[src/rtl/spi_adc_responder.sv]
// spi_adc_responder: SPI responder emulating a 12-bit ADC, fed from an AXI4-Stream sample FIFO
//
// Ports:
//   s00_axis_aclk     system clock, all logic on the rising edge
//   s00_axis_aresetn  asynchronous active-low reset
//   s00_axis_tdata    sample word, low DATA_BITS bits are transmitted
//   s00_axis_tstrb    ignored
//   s00_axis_tvalid   sample word valid
//   s00_axis_tready   high while the FIFO is not full (low during reset)
//   spi_clock         initiator SCLK, asynchronous, oversampled
//   spi_chipselect    initiator CS, active low, asynchronous, oversampled
//   spi_data          registered serial data, MSB first behind leading zeros
//   fifo_level        words currently buffered
//   underflow_count   frames started on an empty FIFO, saturating
//   abort_count       frames ended by CS rise before the last bit, saturating
module spi_adc_responder #(
   parameter int C_S00_AXIS_TDATA_WIDTH = 16,
   parameter int FIFO_ADDR_WIDTH = 4,
   parameter int FRAME_BITS = 16,
   parameter int DATA_BITS = 12,
   parameter logic [DATA_BITS-1:0] IDLE_SAMPLE = 12'h800
) (
   input  logic                                  s00_axis_aclk,
   input  logic                                  s00_axis_aresetn,
   input  logic [C_S00_AXIS_TDATA_WIDTH-1:0]     s00_axis_tdata,
   input  logic [C_S00_AXIS_TDATA_WIDTH/8-1:0]   s00_axis_tstrb,
   input  logic                                  s00_axis_tvalid,
   output logic                                  s00_axis_tready,
   input  logic                                  spi_clock,
   input  logic                                  spi_chipselect,
   output logic                                  spi_data,
   output logic [FIFO_ADDR_WIDTH:0]              fifo_level,
   output logic [7:0]                            underflow_count,
   output logic [7:0]                            abort_count
);
   localparam int DEPTH = 2**FIFO_ADDR_WIDTH;
   localparam int CW = $clog2(FRAME_BITS);

   typedef enum logic [1:0] {IDLE, SHIFT, HOLD} state_t;

   state_t state;
   logic [DATA_BITS-1:0] mem [DEPTH];
   logic [FIFO_ADDR_WIDTH-1:0] wr_ptr, rd_ptr;
   logic full, empty, push, pop;
   logic sclk_s1, sclk_s2, sclk_h, cs_s1, cs_s2, cs_h;
   logic sclk_fall, cs_fall, cs_rise;
   logic [FRAME_BITS-1:0] shreg, load_word;
   logic [CW-1:0] bit_cnt;
   logic unused;

   assign unused = ^{s00_axis_tstrb, s00_axis_tdata[C_S00_AXIS_TDATA_WIDTH-1:DATA_BITS], shreg[FRAME_BITS-1]};

   assign full = fifo_level == (FIFO_ADDR_WIDTH+1)'(DEPTH);
   assign empty = fifo_level == '0;
   // tready is gated by reset so the initiator sees it low until the first cycle after release
   assign s00_axis_tready = s00_axis_aresetn & ~full;
   assign push = s00_axis_tvalid & s00_axis_tready;
   // cs_rise is checked first in the FSM, so a pop only ever happens on a real frame load
   assign pop = state == IDLE && cs_fall && !cs_rise && !empty;

   // edges compare the second sync stage against a history flop
   assign sclk_fall = sclk_h & ~sclk_s2;
   assign cs_fall = cs_h & ~cs_s2;
   assign cs_rise = ~cs_h & cs_s2;

   assign load_word = FRAME_BITS'(empty ? IDLE_SAMPLE : mem[rd_ptr]);

   always_ff @(posedge s00_axis_aclk)
      if (push) mem[wr_ptr] <= s00_axis_tdata[DATA_BITS-1:0];

   always_ff @(posedge s00_axis_aclk or negedge s00_axis_aresetn)
      if (!s00_axis_aresetn) begin
         wr_ptr <= '0;
         rd_ptr <= '0;
         fifo_level <= '0;
      end else begin
         if (push) wr_ptr <= wr_ptr + 1'b1;
         if (pop) rd_ptr <= rd_ptr + 1'b1;
         if (push && !pop) fifo_level <= fifo_level + 1'b1;
         else if (pop && !push) fifo_level <= fifo_level - 1'b1;
      end

   // sync chains preset high so releasing reset with CS idle never looks like a frame start
   always_ff @(posedge s00_axis_aclk or negedge s00_axis_aresetn)
      if (!s00_axis_aresetn) begin
         {sclk_s1, sclk_s2, sclk_h} <= '1;
         {cs_s1, cs_s2, cs_h} <= '1;
      end else begin
         {sclk_s1, sclk_s2, sclk_h} <= {spi_clock, sclk_s1, sclk_s2};
         {cs_s1, cs_s2, cs_h} <= {spi_chipselect, cs_s1, cs_s2};
      end

   always_ff @(posedge s00_axis_aclk or negedge s00_axis_aresetn)
      if (!s00_axis_aresetn) begin
         state <= IDLE;
         shreg <= '0;
         bit_cnt <= '0;
         spi_data <= 1'b0;
         underflow_count <= '0;
         abort_count <= '0;
      end else if (cs_rise) begin
         spi_data <= 1'b0;
         state <= IDLE;
         if (state == SHIFT && abort_count != 8'hFF) abort_count <= abort_count + 1'b1;
      end else begin
         case (state)
            IDLE: begin
               spi_data <= 1'b0;
               if (cs_fall) begin
                  shreg <= load_word;
                  spi_data <= load_word[FRAME_BITS-1];
                  bit_cnt <= '0;
                  state <= SHIFT;
                  if (empty && underflow_count != 8'hFF) underflow_count <= underflow_count + 1'b1;
               end
            end
            SHIFT:
               if (sclk_fall && !cs_s2) begin
                  shreg <= {shreg[FRAME_BITS-2:0], 1'b0};
                  spi_data <= shreg[FRAME_BITS-2];
                  bit_cnt <= bit_cnt + 1'b1;
                  if (bit_cnt == CW'(FRAME_BITS-2)) state <= HOLD;
               end
            HOLD:
               if (sclk_fall) spi_data <= 1'b0;
            default: state <= IDLE;
         endcase
      end
endmodule

[config.mk]
export PLATFORM = sky130hd
export DESIGN_NAME = spi_adc_responder
export DESIGN_NICKNAME = d
export VERILOG_FILES = /design/src/rtl/spi_adc_responder.sv
export SDC_FILE = /design/constraint.sdc
export NUM_CORES = 1
export LEC_CHECK = 0
export ABC_CLOCK_PERIOD_IN_PS = 6000
export BUFFER_PORTS_ARGS = -buffer_cell sky130_fd_sc_hd__buf_2
export CAP_MARGIN = 15
export CORE_MARGIN = 2
export CORE_UTILIZATION = 35
export CTS_CLUSTER_SIZE = 40
export DETAILED_ROUTE_END_ITERATION = 8
export PLACE_DENSITY = 0.58
export SETUP_SLACK_MARGIN = 0.5
export SYNTH_ARGS = -nofsm -noshare
export SYNTH_HDL_FRONTEND = slang
export SYNTH_SLANG_ARGS = --single-unit
[constraint.sdc]
create_clock -name s00_axis_aclk -period 6 [get_ports s00_axis_aclk]
set_input_delay 1.2 -clock s00_axis_aclk [delete_from_list [all_inputs] [get_ports s00_axis_aclk]]
set_output_delay 1.2 -clock s00_axis_aclk [all_outputs]
set_load 0.01 [all_outputs]
## Yosys cells after proc, flatten, opt, wreduce, memory -nomap -nowiden

Memories as Yosys holds them, arrays and structs flattened.
Cells that the tools add are included.

- Register bits: 57
- Bits in writable memories: 192
- Output and inout bits: 23
- Memories: 1

- Add/sub/neg operators: 7
- Equality and inequality tests: 13
- Multiplexer cells: 20
- Bitwise gates (word level): 10
- Reduce and logical (&&, ||, !) cells: 23

Memory list:

| name | depth | bits a word | read ports | clocked after Yosys merged registers in | write ports | line | text |
|---|---|---|---|---|---|---|---|
| mem | 16 | 12 | 1 | 0 | 1 | 42 | `logic [DATA_BITS-1:0] mem [DEPTH];` |

Operator list:

| cell | count |
|---|---|
| $mux 15 | 2 |
| $pmux 15 s2 | 1 |
| $add 8x1->8 const B | 2 |
| $ne 8x8->1 const B | 2 |
| $add 4x1->4 const B | 3 |
| $mux 12 | 1 |
| $reduce_and 4->1 | 3 |
| $mux 5 | 2 |
| $logic_and 1x1->1 | 8 |
| $mux 2 | 4 |
| $mux 4 | 2 |
| $pmux 4 s2 | 1 |
| $ne 3x2->1 const B | 2 |
| $ne 3x3->1 const B | 2 |
| $pmux 2 s3 | 1 |
| $add 5x1->5 const B | 1 |
| $and 1x1->1 | 5 |
| $eq 5x5->1 const B | 1 |
| $logic_not 1->1 | 5 |
| $logic_not 5->1 | 1 |
| $mux 1 | 5 |
| $not 1->1 | 5 |
| $sub 5x1->5 const B | 1 |
| $eq 4x4->1 const B | 1 |
| 10 further kinds | 12 |

## Depth between registers and ports, before layout

- Depth in word-level cells: 8
- Gate-level depth with buffers: 13

## Worst setup path before layout

No wires, ideal clock.

- Path kind: input to register
- From: in s00_axis_aresetn
- To: reg fifo_level[4]
- Setup time: 123 ps
- Arrival time: 3031 ps
- Data required time: 5877 ps
- Slack: 2847 ps
- Stages: 11
- Path buffers: 0
- Path through: a21boi_1 > nand2_1 > clkinv_1 > ha_1 > inv_1 > fa_1 > a21o_1 > a21oi_1 > xnor2_1 > nor2_1 > xnor2_1

- Longest elaborated chain between the ends: 5

Ends and longest elaborated chain:

| element | line | text |
|---|---|---|
| start: declaration | 24 | `input logic s00_axis_aresetn,` |
| $and 1x1->1 * | 56 | `assign s00_axis_tready = s00_axis_aresetn & ~full;` |
| $and 1x1->1 * | 57 | `assign push = s00_axis_tvalid & s00_axis_tready;` |
| net push | 44 | `logic full, empty, push, pop;` |
| $logic_not 1->1 | 80 | `else if (pop && !push) fifo_level <= fifo_level - 1'b1;` |
| $logic_and 1x1->1 | 80 |  |
| $reduce_bool 2->1 (no line) | n/a |  |
| end signal: assignment | 79 | `if (push && !pop) fifo_level <= fifo_level + 1'b1;` |
| end signal: assignment | 80 |  |
| end: declaration | 32 | `output logic [FIFO_ADDR_WIDTH:0] fifo_level,` |

Mark *: on every way through the listed nets, which the timed path passes. The rest lies on a longest branch.
A chain may end at the register's enable or synchronous reset.

## Worst setup path in the final report

- From: reg fifo_level[1]
- To: reg fifo_level[4]

- Longest elaborated chain between the ends: 7

Ends and longest elaborated chain:

| element | line | text |
|---|---|---|
| $eq 5x5->1 * | 53 | `assign full = fifo_level == (FIFO_ADDR_WIDTH+1)'(DEPTH);` |
| $not 1->1 * | 56 |  |
| $and 1x1->1 * | 56 |  |
| $and 1x1->1 * | 57 |  |
| net push | 44 |  |
| $logic_not 1->1 | 80 |  |
| $logic_and 1x1->1 | 80 |  |
| $reduce_bool 2->1 (no line) | n/a |  |

Mark *: on every way through the listed nets, which the timed path passes. The rest lies on a longest branch. The select of a mux whose other input is x is not followed.

==> summary by stage <==
STA
The final critical delay including setup and external delays is 3.14 ns. The setup slack after layout is 2.86 ns. The final-report hold violation count was 0. Headroom to the max-slew limit came out at 29.0%. The total of endpoints with negative setup slack in the final report is 0. The number of pins exceeding their max-slew limit in the final report is 0. Dividing the final minimum period by the clock period gives 52.4%. In the final timing run, aggregate negative setup slack is 0 ns. Setup repair after global routing left no endpoint under its margin. The clock skew after layout is 0.0139 ns. Derived from the worst setup path, the maximum achievable clock frequency is 318 MHz. At the pin with the least slew margin, the transition time is 1.06 ns.

Global route
The first-pass GRT wire length is 33000 µm. After global routing the overflow that remains totals 0. The initial antenna violation count is 1.

Across every metal layer, demand over resource in global routing totals 14.3%. Entering global routing, the biggest net connects 58 pins. The via count of the first global-routing pass is 5483.

Clock tree
In this run the number of H-tree levels came out at 1. After clock tree synthesis, the repair step resized 0 gates. The CTS clock-pin slew for the worst setup and hold paths is 0.06 ns. Clock latency on the worst-skew pair, taken at its later pin, is 0.54 ns. The cell chosen for the clock root is clkbuf_16. The clock tree from TritonCTS is yes. The count of hold-fix buffers inserted at cts is 0. The maximum clock insertion buffer count is 3.

The clock drives 249 sinks. Once the clock tree was built, the setup fixing pass inserted 0 buffers. Buffers inserted during clock tree synthesis total 26.

Floorplan
The number of ports placed on the die boundary is 46. From bottom edge to top edge, the die measures 175 µm. The total area inside the core boundary comes to 28700 µm². The die covers 30500 µm². For this configuration, the core starts out at a cell density of 35.5%.

Row generation in the floorplan step produced 62 rows. The width of the chip is 175 µm.

Synthesis
Of the synthesized area, sequential elements account for 70.6%. The synthesized area per cell is 17.9 µm². After synthesis, the share of flip-flops with an asynchronous set or reset is 22.9%.

The post-synthesis instance area is 10200 µm². The number of instances in the synthesized netlist is 571. The most used flip-flop cell after synthesis is edfxtp_1. The number of flops mapped to enable cells by yosys is 192. In this run, synthesis produced a sequential element count of 249. Counting every net in the synthesized netlist gives 615. The number of different library cells used by synthesis comes to 45. The Yosys step of the flow raised 0 warnings.

Drt
The per-cell via count in the routed design is 5.13. For this run, design rule violations remaining after detail routing come to 0. In the final routed layout, each cell accounts on average for 21.1 µm. The detail route stage leaves a number of antenna-violating nets equal to 0. For this block, the via count after detailed routing is 5232. The count of TritonRoute iterations in the first routing pass is 5. For this block, the routed nets add up to 21500 µm of wire. The detailed router's first-iteration violation count is 394.

Power
For this design the ratio of total power to cell area is 439 nW/µm². The switching part of the total power is 30.0%. The portion of total power attributed to the clock network is 30.1%.

In this run, flip-flops and latches consume 44.0% of the power. The total chip power is 5.10 mW. The internal power component is 3.57 mW. The leakage power total is 4.05 nW.

The net switching component of the power is 1.53 mW. The worst-case IR drop observed on VDD is 264 µV. The part of the power in combinational logic is 25.8%.

Layout
The number of antenna diodes in the final layout is 0. The share of layout cells above drive strength 1 is 26.3%. The final layout contains 664 nets. The layout-stage area growth over the synthesis result is 13.8%.

Setup path
At the worst endpoint, the required time is 6.42 ns. Data arrives at the worst endpoint at 3.56 ns. The startpoint-to-endpoint class of the critical path is register to register. The kind of end point of the critical path is a register. Along the worst path, the maximum fanout reaches 7. The kind of launch point of the worst setup path is a register.

Status
The flow ran to the end, and the final reports show no timing, DRC or antenna violations.

Job
Max-cap violations in this run came to 0.

Place
The number of buffers added on ports is 39. The placement-stage worst setup slack is 2.52 ns. The final weighted congestion of routability-driven global placement is 0.786. The half-perimeter wire length after detailed placement is 12600 µm.

Worst hold path
The worst hold path class is register to register.
[power by group through the flow]
stage	logic (mW)	registers [mW]	clock network (mW)
after floorplan	1.01	2.21	0
after global placement	1.30	2.26	0
after detailed placement	1.34	2.28	0
after CTS	1.34	2.25	1.57
after global routing	1.45	2.27	1.64
final	1.32	2.24	1.54
[synth_stat cells, drive strengths merged (7+ instances only)]
cell type / n / area [µm²]
and2: 19 / 119
a22oi: 15 / 113
nand2: 20 / 75.1
edfxtp: 192 / 5770
a31oi: 10 / 62.6
ha: 20 / 250
dfrtp: 51 / 1280
inv: 15 / 56.3
mux4: 49 / 1110
clkbuf: 9 / 33.8
buf: 14 / 81.3
xnor2: 14 / 123
o21ai: 18 / 90.1
nor3: 7 / 45.0
nor2: 25 / 93.8
xor2: 13 / 114
mux2: 25 / 282
[layer usage]
| metal | wire length (µm) | share of wire [%] | vias to the layer above | global-route usage [%] |
|---|---|---|---|---|
| met2 | 10800 | 50 | 153 | 25.0 |
| met4 | 427 | 2.0 | 2 | 3.33 |
| met5 | 13 | 0.061 | - | 0 |
| li1 | - | - | 2327 | - |
| met1 | 9000 | 42 | 2720 | 18.5 |
| met3 | 1230 | 5.7 | 30 | 2.87 |
[layout by cell type, fill, tap and decap left out, drive strengths merged, types with 4 or more instances in the layout]
| cell type | n |
|---|---|
| a31oi | 10 |
| mux4 | 49 |
| clkinv | 15 |
| buf | 44 |
| and2 | 19 |
| edfxtp | 192 |
| nor3 | 7 |
| nor2 | 25 |
| mux2 | 25 |
| xnor2 | 14 |
| nand3 | 6 |
| xor2 | 13 |
| inv | 16 |
| nand4 | 6 |
| o21ai | 18 |
| a21oi | 6 |
| a22oi | 15 |
| nand2 | 20 |
| clkbuf | 27 |
| ha | 20 |
| dfstp | 6 |
| o22ai | 4 |
| dfrtp | 51 |
[critical path: stages, from the launching register on]
cell and delay (ns):
dfrtp_1 0.44, nor4_2 0.48, a21boi_1 0.16, nand2_1 0.24
clkinv_1 0.26, ha_1 0.29, inv_1 0.15, ha_1 0.29
a21o_1 0.19, a21oi_1 0.18, xnor2_1 0.13, nor2_1 0.07
xnor2_1 0.13
[final timing paths]
path | startpoint | end | slack, ns | cells after the start
max in group asynchronous | s00_axis_aresetn | rd_ptr[2] | 4.62 | 2
setup reg to reg | fifo_level[1] | fifo_level[4] | 2.86 | 12
min in group asynchronous | s00_axis_aresetn | abort_count[7] | 0.85 | 2
hold reg to reg | cs_s1 | cs_s2 | 0.36 | 0
setup / recovery | fifo_level[1] | fifo_level[4] | 2.86 | 12
hold / removal | cs_s1 | cs_s2 | 0.36 | 0
[logic make-up after synthesis]
group	count (synthesis)	share of synthesized area, %
DFF	249	70.6
and+or+nand+nor	94	4.77
muxes	77	13.9
AOI/OAI and AO/OA	64	4.06
buffers and inverters	39	1.72
xor gates and xnor gates	27	2.32
adders and majority gates	21	2.65
[through the flow]
| step | std cells | instance area (µm²) | hold WS, ns | utilization, % |
|---|---|---|---|---|
| after floorplan | 571 | 10200 | 0.345 | - |
| after global placement | 976 | 10800 | 0.353 | 37.6 |
| after detailed placement | 976 | 10800 | 0.350 | 37.6 |
| after CTS | 1020 | 11600 | 0.362 | 40.5 |
| after global routing | 1020 | 11600 | 0.365 | 40.5 |
| final | 1020 | 11600 | 0.360 | 40.5 |
[final cells by class]
type,count,area [µm²]
multi-input cells,283,2830
inverters,16,60.1
repair buffers,44,233
clock inverters,17,158
flip-flops and latches,249,7200
well taps,384,480
clock buffers,27,654
fillers,2598,17100
[state kept, by name, indices dropped and copies added (netlist names)]
name / count
abort_count: 8
bit_cnt: 4
cs_h: 1
cs_s1: 1
cs_s2: 1
fifo_level: 5
mem: 192
rd_ptr: 4
sclk_h: 1
sclk_s1: 1
sclk_s2: 1
shreg: 15
spi_data: 1
state: 2
underflow_count: 8
wr_ptr: 4
No activity file was read; power rests on OpenSTA's default activity.
